===== src/rtl/tx_arb_pkg.sv =====
// tx_arb_pkg: shared types and constants for the TX frame arbiter
package tx_arb_pkg;

    typedef enum logic [1:0] {IDLE, XFER, GAP, PAUSED} arb_state_t;

    localparam int PAUSE_QUANTUM_CYC = 8;
    localparam int MOD_W             = 3;
    localparam int PAUSE_W           = 19;
    localparam int GAP_W             = 4;

endpackage


===== src/rtl/tx_rr_picker.sv =====
// tx_rr_picker: combinational round-robin priority encoder searching upward from ptr with wrap
module tx_rr_picker #(
    parameter int N = 4,
    parameter int W = 2
) (
    input  logic [N-1:0] req,
    input  logic [W-1:0] ptr,
    output logic         found,
    output logic [W-1:0] idx
);

    // scan from the farthest offset down so the nearest requester to ptr wins
    always_comb begin
        found = 1'b0;
        idx   = '0;
        for (int k = N - 1; k >= 0; k--) begin
            if (req[(int'(ptr) + k) % N]) begin
                found = 1'b1;
                idx   = W'((int'(ptr) + k) % N);
            end
        end
    end

endmodule


===== src/rtl/tx_frame_arbiter.sv =====
// tx_frame_arbiter: frame-granular round-robin scheduler onto the MAC TX packet interface with gap and PAUSE handling
module tx_frame_arbiter
    import tx_arb_pkg::*;
#(
    parameter int NUM_REQ = 4,
    parameter int DATA_W  = 64,
    parameter int MIN_GAP = 1
) (
    input  logic                     clk_156m25,
    input  logic                     reset_156m25,
    input  logic [NUM_REQ-1:0]       req_val,
    input  logic [NUM_REQ-1:0]       req_sop,
    input  logic [NUM_REQ-1:0]       req_eop,
    input  logic [NUM_REQ*MOD_W-1:0] req_mod,
    input  logic [NUM_REQ*DATA_W-1:0] req_data,
    output logic [NUM_REQ-1:0]       req_rdy,
    input  logic                     pkt_tx_full,
    output logic                     pkt_tx_val,
    output logic                     pkt_tx_sop,
    output logic                     pkt_tx_eop,
    output logic [MOD_W-1:0]         pkt_tx_mod,
    output logic [DATA_W-1:0]        pkt_tx_data,
    input  logic                     pause_req,
    input  logic [15:0]              pause_quanta,
    output logic                     paused,
    output logic [2:0]               grant_id,
    output logic [31:0]              frame_cnt,
    output logic                     err_nosop
);

    localparam int RW = (NUM_REQ > 1) ? $clog2(NUM_REQ) : 1;

    arb_state_t          state, state_nxt;
    logic [RW-1:0]       rr_ptr, grant, pick_idx, rr_nxt;
    logic                pick_found;
    logic [GAP_W-1:0]    gap_cnt;
    logic [PAUSE_W-1:0]  pause_tmr;
    logic                g_val, g_sop, g_eop;
    logic [MOD_W-1:0]    g_mod;
    logic [DATA_W-1:0]   g_data;
    logic                xfer, idle_arb, drain, eop_acc;

    tx_rr_picker #(.N(NUM_REQ), .W(RW)) u_picker (
        .req   (req_val & req_sop),
        .ptr   (rr_ptr),
        .found (pick_found),
        .idx   (pick_idx)
    );

    assign g_val  = req_val[grant];
    assign g_sop  = req_sop[grant];
    assign g_eop  = req_eop[grant];
    assign g_mod  = req_mod[grant*MOD_W +: MOD_W];
    assign g_data = req_data[grant*DATA_W +: DATA_W];

    // outputs are gated by reset so nothing leaks to the MAC while reset is held
    assign xfer     = (state == XFER) && !reset_156m25;
    assign idle_arb = (state == IDLE) && (pause_tmr == '0) && !reset_156m25;
    assign drain    = idle_arb && !pick_found && (|req_val);
    assign eop_acc  = pkt_tx_val & g_eop;
    assign rr_nxt   = (grant == RW'(NUM_REQ - 1)) ? '0 : grant + 1'b1;

    assign pkt_tx_val  = xfer & g_val & ~pkt_tx_full;
    assign pkt_tx_sop  = pkt_tx_val & g_sop;
    assign pkt_tx_eop  = pkt_tx_val & g_eop;
    assign pkt_tx_mod  = xfer ? g_mod : '0;
    assign pkt_tx_data = xfer ? g_data : '0;
    assign paused      = (pause_tmr != '0) && !reset_156m25;
    assign grant_id    = 3'(grant);

    // ready goes to the granted source in XFER, or to stray non-SOP beats being drained in IDLE
    always_comb begin
        req_rdy = drain ? req_val : '0;
        if (xfer)
            req_rdy[grant] = ~pkt_tx_full;
    end

    // next-state: pause is only honoured from IDLE, so frames in flight always complete
    always_comb begin
        state_nxt = state;
        case (state)
            IDLE:    state_nxt = (pause_tmr != '0) ? PAUSED : (pick_found ? XFER : IDLE);
            XFER:    state_nxt = eop_acc ? ((MIN_GAP > 0) ? GAP : IDLE) : XFER;
            GAP:     state_nxt = (gap_cnt <= GAP_W'(1)) ? IDLE : GAP;
            PAUSED:  state_nxt = (pause_tmr == '0) ? IDLE : PAUSED;
            default: state_nxt = IDLE;
        endcase
    end

    // state register, grant latch and round-robin pointer
    always_ff @(posedge clk_156m25) begin
        if (reset_156m25) begin
            state  <= IDLE;
            grant  <= '0;
            rr_ptr <= '0;
        end else begin
            state <= state_nxt;
            if (idle_arb && pick_found)
                grant <= pick_idx;
            if (eop_acc)
                rr_ptr <= rr_nxt;
        end
    end

    // inter-frame gap counter, loaded at EOP and run down in GAP
    always_ff @(posedge clk_156m25) begin
        if (reset_156m25)
            gap_cnt <= '0;
        else if (eop_acc)
            gap_cnt <= GAP_W'(MIN_GAP);
        else if (state == GAP && gap_cnt != '0)
            gap_cnt <= gap_cnt - 1'b1;
    end

    // pause timer in cycles; a new request always overrides the running count
    always_ff @(posedge clk_156m25) begin
        if (reset_156m25)
            pause_tmr <= '0;
        else if (pause_req)
            pause_tmr <= PAUSE_W'(pause_quanta) << $clog2(PAUSE_QUANTUM_CYC);
        else if (pause_tmr != '0)
            pause_tmr <= pause_tmr - 1'b1;
    end

    // completed-frame counter and sticky framing error
    always_ff @(posedge clk_156m25) begin
        if (reset_156m25) begin
            frame_cnt <= '0;
            err_nosop <= 1'b0;
        end else begin
            if (eop_acc)
                frame_cnt <= frame_cnt + 1'b1;
            if (drain)
                err_nosop <= 1'b1;
        end
    end

endmodule


===== config.mk =====
export PLATFORM = sky130hd
export DESIGN_NAME = tx_frame_arbiter
export DESIGN_NICKNAME = d
export VERILOG_FILES = /design/src/rtl/tx_arb_pkg.sv /design/src/rtl/tx_rr_picker.sv /design/src/rtl/tx_frame_arbiter.sv
export SDC_FILE = /design/constraint.sdc
export NUM_CORES = 1
export LEC_CHECK = 0
export ABC_CLOCK_PERIOD_IN_PS = 2400
export BUFFER_PORTS_ARGS = -buffer_cell sky130_fd_sc_hd__buf_2
export CAP_MARGIN = 30
export CORE_AREA = 3 3 158 160
export DETAILED_ROUTE_END_ITERATION = 6
export DIE_AREA = 0 0 161 163
export GPL_TIMING_DRIVEN = 0
export MAX_ROUTING_LAYER = met4
export PLACE_DENSITY = 0.6
export REMOVE_ABC_BUFFERS = 1
export SLEW_MARGIN = 20
export SYNTH_ARGS = -nofsm -noshare
export SYNTH_HDL_FRONTEND = slang
export SYNTH_HIERARCHICAL = 1
export SYNTH_SLANG_ARGS = --single-unit

===== constraint.sdc =====
create_clock -name clk_156m25 -period 2.4 [get_ports clk_156m25]
set_clock_uncertainty 0.1 [all_clocks]
set_input_delay 0.12 -clock clk_156m25 [delete_from_list [all_inputs] [get_ports clk_156m25]]
set_output_delay 0.12 -clock clk_156m25 [all_outputs]
set_load 0.005 [all_outputs]

==> flow_metrics.py <==
metrics = {
    "floorplanning": {
        "num_rows": 56,
        "fp.dieH_um": 163,
        "core_um2": 23540,
        "ios": 411,
        "start_util": 0.2319,
        "die_area_um2": 26240,
        "die_x_um": 161,
    },
    "power": {
        "seq_power_share": 0.341,
        "leakage_nw": 4.098,
        "p_comb_frac": 0.304,
        "finalPower_mw": 3.346,
        "power.internal_mw": 2.326,
        "power.clock.fraction": 0.355,
        "p_sw_mw": 1.020,
        "peakVddDrop_uv": 333.9,
        "power_density_nw_per_um2": 382.9,
        "p_sw_frac": 0.3049,
    },
    "timing": {
        "fmax_ghz": 0.3931,
        "timing.final.ws_setup_ns": -0.1441,
        "finalHoldViolations": 0,
        "tns_ns": -0.4757,
        "rsz0062_at_grt": "true",
        "finalSetupViolCount": 4,
        "drv_slew": 0,
        "min_period_over_period": 1.060,
        "slew_headroom": 0.5457,
        "timing.hold.ws_ns": 0.03744,
        "worstMarginPinSlew_ns": 0.6789,
        "min_period_ns": 2.544,
    },
    "place": {
        "placedInstanceArea_um2": 7828,
        "post-place-ws_ns": -0.7856,
        "port_buffers": 409,
        "dp_cells": 1251,
        "post-dp-hpwl_mm": 22.49,
        "place.gp.congestion": 0.9218,
    },
    "yosys": {
        "syn_inst": 570,
        "yosysTopAreaCellShare": 0.2929,
        "synth_flop_cell": "dfxtp_1",
        "async_flop_share": 0,
        "synth_seq_area_share": 0.2274,
        "yosys-top-cells-area": "mux4_2, dfxtp_1, and3_1",
        "syn_area_um2": 5459,
        "yosys_warnings": 6,
        "synth.distinct_cells": 53,
        "synth-edff-count": 0,
        "ys_ff_latch": 62,
        "syn_avg_cell_area_um2": 9.577,
        "yosys.area.top_type": "mux4_2",
    },
    "cts": {
        "clock_sinks": 62,
        "path_clk_slew_ns": 0.05,
        "clk_latency_ns": 0.33,
        "htree_levels": 3,
        "cts_tree": "built",
        "clockRootBuffer": "clkbuf_16",
        "clock_path_buffers": 2,
        "numCtsBuffers": 9,
    },
    "detailed_routing": {
        "vias": 6651,
        "drt_iter0_markers": 452,
        "viasPerCell": 4.993,
        "wl_per_cell_um": 22.27,
        "drc": 0,
        "antenna_left": 0,
        "routed_wl_mm": 29.66,
        "dr.pass1.iters": 5,
    },
    "global_route": {
        "grt_pass1_vias": 6689,
        "gr-total-overflow": 0,
        "antenna_found_initial": 20,
        "grt_pass1_wl_mm": 42.07,
        "grt_max_degree": 49,
        "grt_use_total": 0.2191,
    },
    "critical_path": {
        "required_ns": 2.18,
        "crit_path_end_kind": "output pin",
        "crit_arrival_ns": 2.32,
        "path_max_fanout": 3,
        "critPathKind": "flip-flop to output pin",
        "startpoint_type": "flip-flop",
    },
    "run": {
        "maxCapViolations": 0,
    },
    "final_layout": {
        "multiInputGateArea_um2": 4018,
        "instances_no_fill": 1332,
        "regArea_um2": 1257,
        "area_delta_synth_final_pct": 60.07,
        "post-route-util": 0.3712,
        "postLayoutCellArea_um2": 8738,
        "drive_gt1_frac": 0.5680,
        "nNetsFinal": 1305,
        "fill_cells": 2468,
    },
    "outcome": {
        "violations": "negative setup slack",
        "status": "finished with violations",
    },
    "min_path": {
        "hold_path.class": "input pin to flip-flop",
    },
}
==> power by group through the flow <==
stage | clock network, mW | registers [mW] | logic [mW]
after floorplan | 0 | 1.15 | 0.391
after global placement | 0 | 1.19 | 0.822
after detailed placement | 0 | 1.19 | 0.853
after CTS | 1.22 | 1.14 | 0.971
after global routing | 1.28 | 1.15 | 1.11
final | 1.19 | 1.14 | 1.02
==> routing by layer <==
| metal | share of wire | vias up | global-route usage | routed length (um) |
|---|---|---|---|---|
| met5 | 0 | - | - | 0 |
| met4 | 0.025 | 0 | 0.07079 | 738 |
| met3 | 0.058 | 34 | 0.03103 | 1730 |
| met2 | 0.49 | 300 | 0.3566 | 14430 |
| met1 | 0.43 | 3260 | 0.2825 | 12770 |
| li1 | - | 3057 | - | - |
==> cells by family after synthesis <==
group | count (synthesis) | synth area share
AND/OR/NAND/NOR | 256 | 0.2668
XOR/XNOR | 37 | 0.05936
multiplexers | 74 | 0.2984
flip-flops | 62 | 0.2274
AO/OA/AOI/OAI | 63 | 0.07449
buffers and inverters | 67 | 0.04996
other | 1 | 0.0006869
adder cells (fa/ha/maj) | 10 | 0.02292
==> placed cells by master, fill, tap and decap left out, drive strengths merged, types with 4 or more instances in the layout <==
cell type / synthesis / final
clkbuf: 35 / 12
or3: 11 / 11
xor2: 9 / 9
nor3: 20 / 20
o21ai: 21 / 21
nand2: 38 / 38
nor4: 17 / 17
diode: 0 / 13
and4: 6 / 6
mux4: 71 / 71
or4: 5 / 5
and2: 4 / 4
dlygate4sd3: 0 / 15
nand3: 17 / 17
buf: 17 / 449
nand2b: 6 / 6
a21oi: 20 / 20
nor2: 38 / 38
and3: 71 / 71
a211oi: 4 / 4
ha: 10 / 10
inv: 14 / 15
dfxtp: 62 / 62
clkinv: 1 / 4
nand3b: 6 / 6
xnor2: 28 / 28
nand4: 9 / 9
a32o: 5 / 5
==> worst max-delay path: stages (launching register included) <==
cell and delay, ns:
dfxtp_2 0.32, inv_2 0.07, ha_4 0.13, or4b_4 0.46
nor4_4 0.32, nand2_4 0.09, nor3_4 0.18, buf_6 0.14
a32o_1 0.16, buf_2 0.12
==> registers in the layout, indices dropped and copies added (netlist names) <==
| register | flops |
|---|---|
| err_nosop | 1 |
| pause_tmr | 19 |
| state | 2 |
| rr_ptr | 2 |
| frame_cnt | 32 |
| gap_cnt | 4 |
| grant | 2 |
==> final cells by class <==
| cell class | instances | share of cell area |
|---|---|---|
| diodes | 13 | 0.003723 |
| clock buffers | 11 | 0.02663 |
| clock inverters | 5 | 0.003866 |
| inverters | 15 | 0.006873 |
| multi-input cells | 441 | 0.4598 |
| flip-flops and latches | 62 | 0.1439 |
| well taps | 319 | 0.04568 |
| repair buffers | 466 | 0.3096 |
==> Yosys cell counts, drive strengths merged, types with 2 or more instances <==
cell and number:
a2111oi 2, a211oi 4, a21oi 20, a32o 5, and2 4, and3 71
and4 6, buf 17, clkbuf 35, dfxtp 62, ha 10, inv 14
mux2i 3, mux4 71, nand2 38, nand2b 6, nand3 17, nand3b 6
nand4 9, nor2 38, nor3 20, nor3b 3, nor4 17, nor4b 3
o21ai 21, o311a 2, o31ai 2, or3 11, or4 5, xnor2 28
xor2 9
==> timing repair <==
action                                  CTS  global route
endpoints found under the setup margin   66            15
hold endpoints to repair                 15             0
gates resized for setup                  15             8
buffers inserted                         22            12
pin swaps                                 8            10
cloned                                    1             1
hold buffers                             15             0
==> path summary, 6_finish.rpt <==
path	startpoint	to	slack [ns]	cells past startpoint
worst max register to register	grant[1]	frame_cnt[31]	0.10	6
worst max-delay path	pause_tmr[1]	req_rdy[0]	-0.14	9
worst min register to register	pause_tmr[11]	pause_tmr[11]	0.38	1
worst min-delay path	pause_quanta[0]	pause_tmr[3]	0.04	3
(Power assumes the default switching activity.)
